$ cat src/rtl/common_types.sv
// Shared types for the load/store unit: store width, FSM state and request source.
package common_types;

   typedef enum logic [1:0] {
      LSU_W_BYTE = 2'd0,
      LSU_W_HALF = 2'd1,
      LSU_W_WORD = 2'd2
   } lsu_mem_w_type_t;

   typedef enum logic [1:0] {
      IDLE   = 2'd0,
      ACCESS = 2'd1,
      GRANT  = 2'd2
   } lsu_state_t;

   typedef enum logic [1:0] {
      SRC_I  = 2'd0,
      SRC_DR = 2'd1,
      SRC_DW = 2'd2
   } lsu_src_t;

   localparam logic [31:0] LSU_ABORT_DATA = 32'hDEAD_BEEF;

endpackage

$ cat src/rtl/dyt_load_store_unit_if.sv
// CPU-side load/store request bus; the CPU drives requests (master), the LSU answers (slave).
interface dyt_load_store_unit_if;
   import common_types::*;

   logic [31:0]     mem_address;
   logic [31:0]     mem_w_data;
   logic            mem_d_ren;
   logic            mem_i_ren;
   logic            mem_wen;
   lsu_mem_w_type_t mem_w_type;
   logic [31:0]     mem_r_data;
   logic            mem_d_gnt;
   logic            mem_i_gnt;

   modport master (
      output mem_address, mem_w_data, mem_d_ren, mem_i_ren, mem_wen, mem_w_type,
      input  mem_r_data, mem_d_gnt, mem_i_gnt
   );

   modport slave (
      input  mem_address, mem_w_data, mem_d_ren, mem_i_ren, mem_wen, mem_w_type,
      output mem_r_data, mem_d_gnt, mem_i_gnt
   );

endinterface

$ cat src/rtl/dyt_lsu_byte_lane.sv
// Combinational byte-enable and lane-replicated store data; reads always enable all four lanes.
module dyt_lsu_byte_lane
   import common_types::*;
(
   input  lsu_mem_w_type_t w_type,
   input  logic [1:0]      addr,
   input  logic [31:0]     w_data,
   input  logic            wr,
   output logic [3:0]      ben,
   output logic [31:0]     wdata
);

   always_comb begin
      ben   = 4'b1111;
      wdata = w_data;
      case (w_type)
         LSU_W_BYTE: begin
            ben   = 4'b0001 << addr;
            wdata = {4{w_data[7:0]}};
         end
         LSU_W_HALF: begin
            ben   = addr[1] ? 4'b1100 : 4'b0011;
            wdata = {2{w_data[15:0]}};
         end
         default: ;
      endcase
      if (!wr) begin
         ben = 4'b1111;
      end
   end

endmodule

$ cat src/rtl/dyt_load_store_unit.sv
// Serialises fetch/read/write requests onto a single-port SRAM; grant 1 cycle after sram_ready, one access per 3 cycles.
// Requests are level-held until granted; LSU_TIMEOUT_EN adds an ACCESS timeout with lsu_err and 0xDEADBEEF data.
module dyt_load_store_unit
   import common_types::*;
#(
   parameter int SRAM_TIMEOUT = 64
) (
   input  logic                 clk,
   input  logic                 rst,
   dyt_load_store_unit_if.slave bus,
   output logic [31:0]          sram_addr,
   output logic [31:0]          sram_wdata,
   output logic [3:0]           sram_ben,
   output logic                 sram_ren,
   output logic                 sram_wen,
   input  logic [31:0]          sram_rdata,
`ifdef LSU_TIMEOUT_EN
   input  logic                 sram_ready,
   output logic                 lsu_err
`else
   input  logic                 sram_ready
`endif
);

   lsu_state_t  state, state_nxt;
   lsu_src_t    src, arb_src;
   logic        req_any;
   logic        src_req;
   logic        timeout_hit;
   logic        access_done;
   logic        grant_ok;
   logic [3:0]  lane_ben;
   logic [31:0] lane_wdata;

   dyt_lsu_byte_lane u_lane (
      .w_type (bus.mem_w_type),
      .addr   (bus.mem_address[1:0]),
      .w_data (bus.mem_w_data),
      .wr     (bus.mem_wen),
      .ben    (lane_ben),
      .wdata  (lane_wdata)
   );

   always_comb begin
      req_any = bus.mem_wen | bus.mem_d_ren | bus.mem_i_ren;
      arb_src = SRC_I;
      if (bus.mem_wen) begin
         arb_src = SRC_DW;
      end else if (bus.mem_d_ren) begin
         arb_src = SRC_DR;
      end
      // A source that let go of its request mid-access gets no grant.
      case (src)
         SRC_DW:  src_req = bus.mem_wen;
         SRC_DR:  src_req = bus.mem_d_ren;
         default: src_req = bus.mem_i_ren;
      endcase
   end

`ifdef LSU_TIMEOUT_EN
   localparam int CNT_W = $clog2(SRAM_TIMEOUT + 1);
   logic [CNT_W-1:0] cnt;

   assign timeout_hit = (state == ACCESS) && !sram_ready &&
                        (cnt == CNT_W'(SRAM_TIMEOUT - 1));

   always_ff @(posedge clk) begin
      if (rst) begin
         cnt     <= '0;
         lsu_err <= 1'b0;
      end else begin
         lsu_err <= timeout_hit;
         if (state == IDLE) begin
            cnt <= '0;
         end else if (state == ACCESS) begin
            cnt <= cnt + CNT_W'(1);
         end
      end
   end
`else
   assign timeout_hit = 1'b0;
`endif

   assign access_done = sram_ready | timeout_hit;
   assign grant_ok    = sram_ready ? src_req : 1'b1;

   always_ff @(posedge clk) begin
      if (rst) begin
         state <= IDLE;
      end else begin
         state <= state_nxt;
      end
   end

   always_comb begin
      state_nxt = state;
      case (state)
         IDLE:    if (req_any) state_nxt = ACCESS;
         ACCESS:  if (access_done) state_nxt = GRANT;
         GRANT:   state_nxt = IDLE;
         default: state_nxt = IDLE;
      endcase
   end

   always_ff @(posedge clk) begin
      if (rst) begin
         src            <= SRC_I;
         sram_addr      <= '0;
         sram_wdata     <= '0;
         sram_ben       <= '0;
         sram_ren       <= 1'b0;
         sram_wen       <= 1'b0;
         bus.mem_r_data <= '0;
         bus.mem_d_gnt  <= 1'b0;
         bus.mem_i_gnt  <= 1'b0;
      end else begin
         bus.mem_d_gnt <= 1'b0;
         bus.mem_i_gnt <= 1'b0;
         case (state)
            IDLE: begin
               if (req_any) begin
                  src        <= arb_src;
                  sram_addr  <= {bus.mem_address[31:2], 2'b00};
                  sram_ben   <= lane_ben;
                  sram_wdata <= lane_wdata;
                  sram_wen   <= bus.mem_wen;
                  sram_ren   <= ~bus.mem_wen;
               end
            end
            ACCESS: begin
               if (access_done) begin
                  sram_ren      <= 1'b0;
                  sram_wen      <= 1'b0;
                  bus.mem_i_gnt <= grant_ok && (src == SRC_I);
                  bus.mem_d_gnt <= grant_ok && (src != SRC_I);
                  if (!sram_ready) begin
                     bus.mem_r_data <= LSU_ABORT_DATA;
                  end else if (src != SRC_DW) begin
                     bus.mem_r_data <= sram_rdata;
                  end
               end
            end
            default: ;
         endcase
      end
   end

endmodule

$ cat src/flat_wrapper.sv
// flat-port wrapper written by rule: the top's interface ports become plain ports
module dyt_load_store_unit_flat import common_types::*;
#(
   parameter int SRAM_TIMEOUT = 64
)
  (clk, rst, sram_addr, sram_wdata, sram_ben, sram_ren, sram_wen, sram_rdata, sram_ready, bus_mem_address, bus_mem_w_data, bus_mem_d_ren, bus_mem_i_ren, bus_mem_wen, bus_mem_w_type, bus_mem_r_data, bus_mem_d_gnt, bus_mem_i_gnt);
  dyt_load_store_unit_if bus_i ();
  input  logic clk;
  input  logic rst;
  output logic [31:0] sram_addr;
  output logic [31:0] sram_wdata;
  output logic [3:0] sram_ben;
  output logic sram_ren;
  output logic sram_wen;
  input  logic [31:0] sram_rdata;
  input  logic sram_ready;
  input wire logic [$bits(bus_i.mem_address)-1:0] bus_mem_address;
  input wire logic [$bits(bus_i.mem_w_data)-1:0] bus_mem_w_data;
  input wire logic [$bits(bus_i.mem_d_ren)-1:0] bus_mem_d_ren;
  input wire logic [$bits(bus_i.mem_i_ren)-1:0] bus_mem_i_ren;
  input wire logic [$bits(bus_i.mem_wen)-1:0] bus_mem_wen;
  input wire logic [$bits(bus_i.mem_w_type)-1:0] bus_mem_w_type;
  output wire logic [$bits(bus_i.mem_r_data)-1:0] bus_mem_r_data;
  output wire logic [$bits(bus_i.mem_d_gnt)-1:0] bus_mem_d_gnt;
  output wire logic [$bits(bus_i.mem_i_gnt)-1:0] bus_mem_i_gnt;
  assign bus_i.mem_address = bus_mem_address;
  assign bus_i.mem_w_data = bus_mem_w_data;
  assign bus_i.mem_d_ren = bus_mem_d_ren;
  assign bus_i.mem_i_ren = bus_mem_i_ren;
  assign bus_i.mem_wen = bus_mem_wen;
  assign bus_i.mem_w_type = bus_mem_w_type;
  assign bus_mem_r_data = bus_i.mem_r_data;
  assign bus_mem_d_gnt = bus_i.mem_d_gnt;
  assign bus_mem_i_gnt = bus_i.mem_i_gnt;
  dyt_load_store_unit #(.SRAM_TIMEOUT(SRAM_TIMEOUT)) u_core (.clk(clk), .rst(rst), .bus(bus_i), .sram_addr(sram_addr), .sram_wdata(sram_wdata), .sram_ben(sram_ben), .sram_ren(sram_ren), .sram_wen(sram_wen), .sram_rdata(sram_rdata), .sram_ready(sram_ready));
endmodule
$ cat config.mk
export PLATFORM = sky130hd
export DESIGN_NAME = dyt_load_store_unit_flat
export DESIGN_NICKNAME = d
export VERILOG_FILES = /design/src/rtl/common_types.sv /design/src/rtl/dyt_load_store_unit_if.sv /design/src/rtl/dyt_lsu_byte_lane.sv /design/src/rtl/dyt_load_store_unit.sv /design/src/flat_wrapper.sv
export SDC_FILE = /design/constraint.sdc
export NUM_CORES = 1
export LEC_CHECK = 0
export ABC_AREA = 1
export ABC_CLOCK_PERIOD_IN_PS = 1300
export CORE_MARGIN = 4
export CORE_UTILIZATION = 30
export DETAILED_ROUTE_END_ITERATION = 16
export PLACE_DENSITY = 0.66
export SLEW_MARGIN = 20
export SYNTH_ARGS = -nofsm -noshare
export SYNTH_HDL_FRONTEND = slang
export SYNTH_SLANG_ARGS = --single-unit
export TNS_END_PERCENT = 10
$ cat constraint.sdc
create_clock -name clk -period 1.3 [get_ports clk]
set_clock_uncertainty 0.15 [all_clocks]
set_input_delay 0.39 -clock clk [delete_from_list [all_inputs] [get_ports clk]]
set_output_delay 0.39 -clock clk [all_outputs]
set_load 0.02 [all_outputs]
==> results.ini <==
[run_status]
status = finished with violations
violations = setup timing

[worst_setup_path]
cp.buffers_inverters = 3
crit_type = reg -> reg
r2r_end = u_core.sram_wdata[11]$_SDFFE_PP0P_
r2r_setup_slack_ns = -0.16
r2r-start = u_core.state[0]$_SDFFE_PP0P_
crit_path_start_kind = flop
critPathArrivalTime_ns = 1.56
crit_family = buffers and inverters
crit_path_top_delay_cell = dfxtp_2
max_stage_delay_ns = 0.33
cp.required_ns = 1.40
critPathMaxFanout = 17
cp-end-kind = flop
rr_worst_depth = 7
cp_cell_sequence = buf_6 > nor2_4 > buf_12 > nand2_8 > buf_16 > o21ai_1 > nor2_1

[clock_tree]
cts_buffers = 9
cts_tree = built
cts_root_buf = clkbuf_16
cts_max_path_buffers = 2
clock_latency_ns = 0.35
cts_max_level = 3
postCtsHoldBufs = 0
clock-sinks = 106
clkTransAtPathRegs_ns = 0.08

[die]
die_h_um = 128
dieWidth_um = 128
start_util = 0.309
die_area_um2 = 16300
core_area_um2 = 13900
rows = 43
ios = 208

[finish]
post-route-util = 0.548
most-common-layout-cells = buf_6 (107), dfxtp_2 (106), nor2_1 (100)
layout.nets = 914
multi_input_area_um2 = 2020
antennaDiodeCount = 0
area_delta_synth_final_pct = 77.7
layout-drive-gt1-share = 0.406
final_area_um2 = 7640
seqCellArea_um2 = 2250
fillers = 1319
mostFrequentLayoutCell = buf_6

[place]
dp_slack_ns = -0.592
gp_congestion = 0.799
port-buffer-count = 205
placed_area_um2 = 6730
hpwlAfterDp_um = 11000

[grt]
grt_max_degree = 29
antenna_found_initial = 1
grt_first_pass_wirelength_um = 23600
grt_pass1_vias = 4463
gr-total-overflow = 0
grt_use_total = 0.183

[sta]
finalCriticalPeriod_ns = 1.46
clock.fmax_mhz = 683
slew_viol_final = 0
finalSetupTns_ns = -15.25
setup_violations = 207
rsz0062_at_grt = yes
final.period_utilization = 1.13
setup_ws_ns = -0.165
hold_violations = 0

[job]
drv_cap = 0

[yosys]
ys.warnings.count = 0
yosysTopAreaCellShare = 0.494
synth_seq_cells = 106
syn_area_per_cell_um2 = 7.36
syn_area_um2 = 4300
synthCells = 584
synth.distinct_cells = 20
synth_top_area_cell = dfxtp_1
yosys-top-cells-area = dfxtp_1 (49%), nand2_1 (9.2%), nor2_1 (9.1%), a21oi_1 (7.9%), o21ai_1 (6.5%)
seq_area_frac_synth = 0.494

[route]
drt_iter0_drc = 129
finalWirelength_um = 15500
wl_per_cell_um = 15.6
vias_per_cell = 4.61
via_count = 4574
firstDrtPassIters = 4
ant_nets = 0
drc = 0

[power_and_ir_drop]
p_per_area_nw_per_um2 = 1220
cellLeakagePower_nw = 3.27
ir_worst_vdd_uv = 695

[min_path]
worstHoldStart = u_core.sram_addr[6]$_SDFFE_PP0P_
min_to = u_core.sram_addr[6]$_SDFFE_PP0P_
hold_depth = 2
hp-class = reg -> reg

==> final cells by class <==
| class | count | area share |
|---|---|---|
| multi-input cells | 408 | 0.264 |
| inverters | 28 | 0.0144 |
| flip-flops and latches | 106 | 0.295 |
| clock buffers | 9 | 0.0295 |
| repair buffers | 254 | 0.357 |
| well taps | 180 | 0.0295 |
| clock inverters | 7 | 0.0102 |
==> Yosys cell counts <==
cell type / count
conb_1: 1
buf_1: 1
nand2_1: 105
buf_6: 9
a21oi_1: 68
nand3b_1: 1
nor2_1: 104
inv_2: 5
nand3b_2: 1
nor2_4: 1
nor2_2: 3
clkbuf_1: 19
dfxtp_1: 106
inv_1: 23
o21ai_0: 13
buf_4: 4
nand3_1: 50
buf_2: 11
ha_1: 3
o21ai_1: 56
==> metrics by stage <==
stage	hold WS (ns)	power, mW	std cells
floorplan	0.298	4.97	585
global placement	0.297	6.18	967
detailed placement	0.304	6.20	967
CTS	0.318	9.36	989
global route	0.333	9.82	992
finish	0.316	9.34	992
==> worst min-delay path, cell delays in order (launching register included) <==
cell and delay [ns]:
dfxtp_2 0.33, nand2_1 0.06, a21oi_1 0.05
==> where the power goes <==
| group | switching [mW] | total, mW | internal, mW |
|---|---|---|---|
| Sequential | 0.210 | 3.82 | 3.61 |
| Clock | 1.30 | 2.81 | 1.51 |
| Combinational | 1.33 | 2.72 | 1.39 |
==> layer usage <==
metal / vias up / wire length [µm] / GRT usage
met3: 12 / 1580 / 0.0721
met5: - / 20 / 0
met4: 2 / 122 / 0.0356
li1: 2338 / - / -
met1: 2056 / 6510 / 0.230
met2: 166 / 7230 / 0.302
==> registers in the layout, indices dropped and copies added (netlist names) <==
signal	count
u_core.src	2
u_core.sram_wen	1
u_core.bus.mem_r_data	32
u_core.sram_addr	30
u_core.bus.mem_i_gnt	1
u_core.sram_wdata	32
u_core.state	2
u_core.bus.mem_d_gnt	1
u_core.sram_ren	1
u_core.sram_ben	4
==> cell families after synthesis <==
family | count (synthesis) | synth area share
simple gates | 265 | 0.252
compound gates | 137 | 0.159
flops | 106 | 0.494
buf+inv | 72 | 0.0853
fa+ha+maj | 3 | 0.00873
other cells | 1 | 0.000872
==> how the worst max path moves through the flow <==
stage | depth (start not counted) | from | end | slack [ns]
2_1_floorplan | 7 | bus_mem_d_ren | u_core.sram_ren$_SDFFE_PP0P_ | -0.02
4_1_cts | 6 | u_core.state[0]$_SDFFE_PP0P_ | u_core.sram_ben[1]$_SDFFE_PP0P_ | -0.20
3_5_place_dp | 6 | bus_mem_d_ren | u_core.sram_addr[2]$_SDFFE_PP0P_ | -0.59
6_report | 7 | u_core.state[0]$_SDFFE_PP0P_ | u_core.sram_wdata[11]$_SDFFE_PP0P_ | -0.16
3_3_place_gp | 5 | sram_ready | u_core.bus.mem_r_data[10]$_SDFFE_PP0P_ | -0.56
5_1_grt | 8 | u_core.state[0]$_SDFFE_PP0P_ | u_core.sram_wdata[26]$_SDFFE_PP0P_ | -0.24
==> timing repair <==
item                       4_1_cts  5_1_grt
buffers inserted                 3        4
pin swaps                       27       19
setup endpoints to repair      207      207
gates resized for setup        738       34
cloned                           3        1
(Power assumes the default switching activity.)
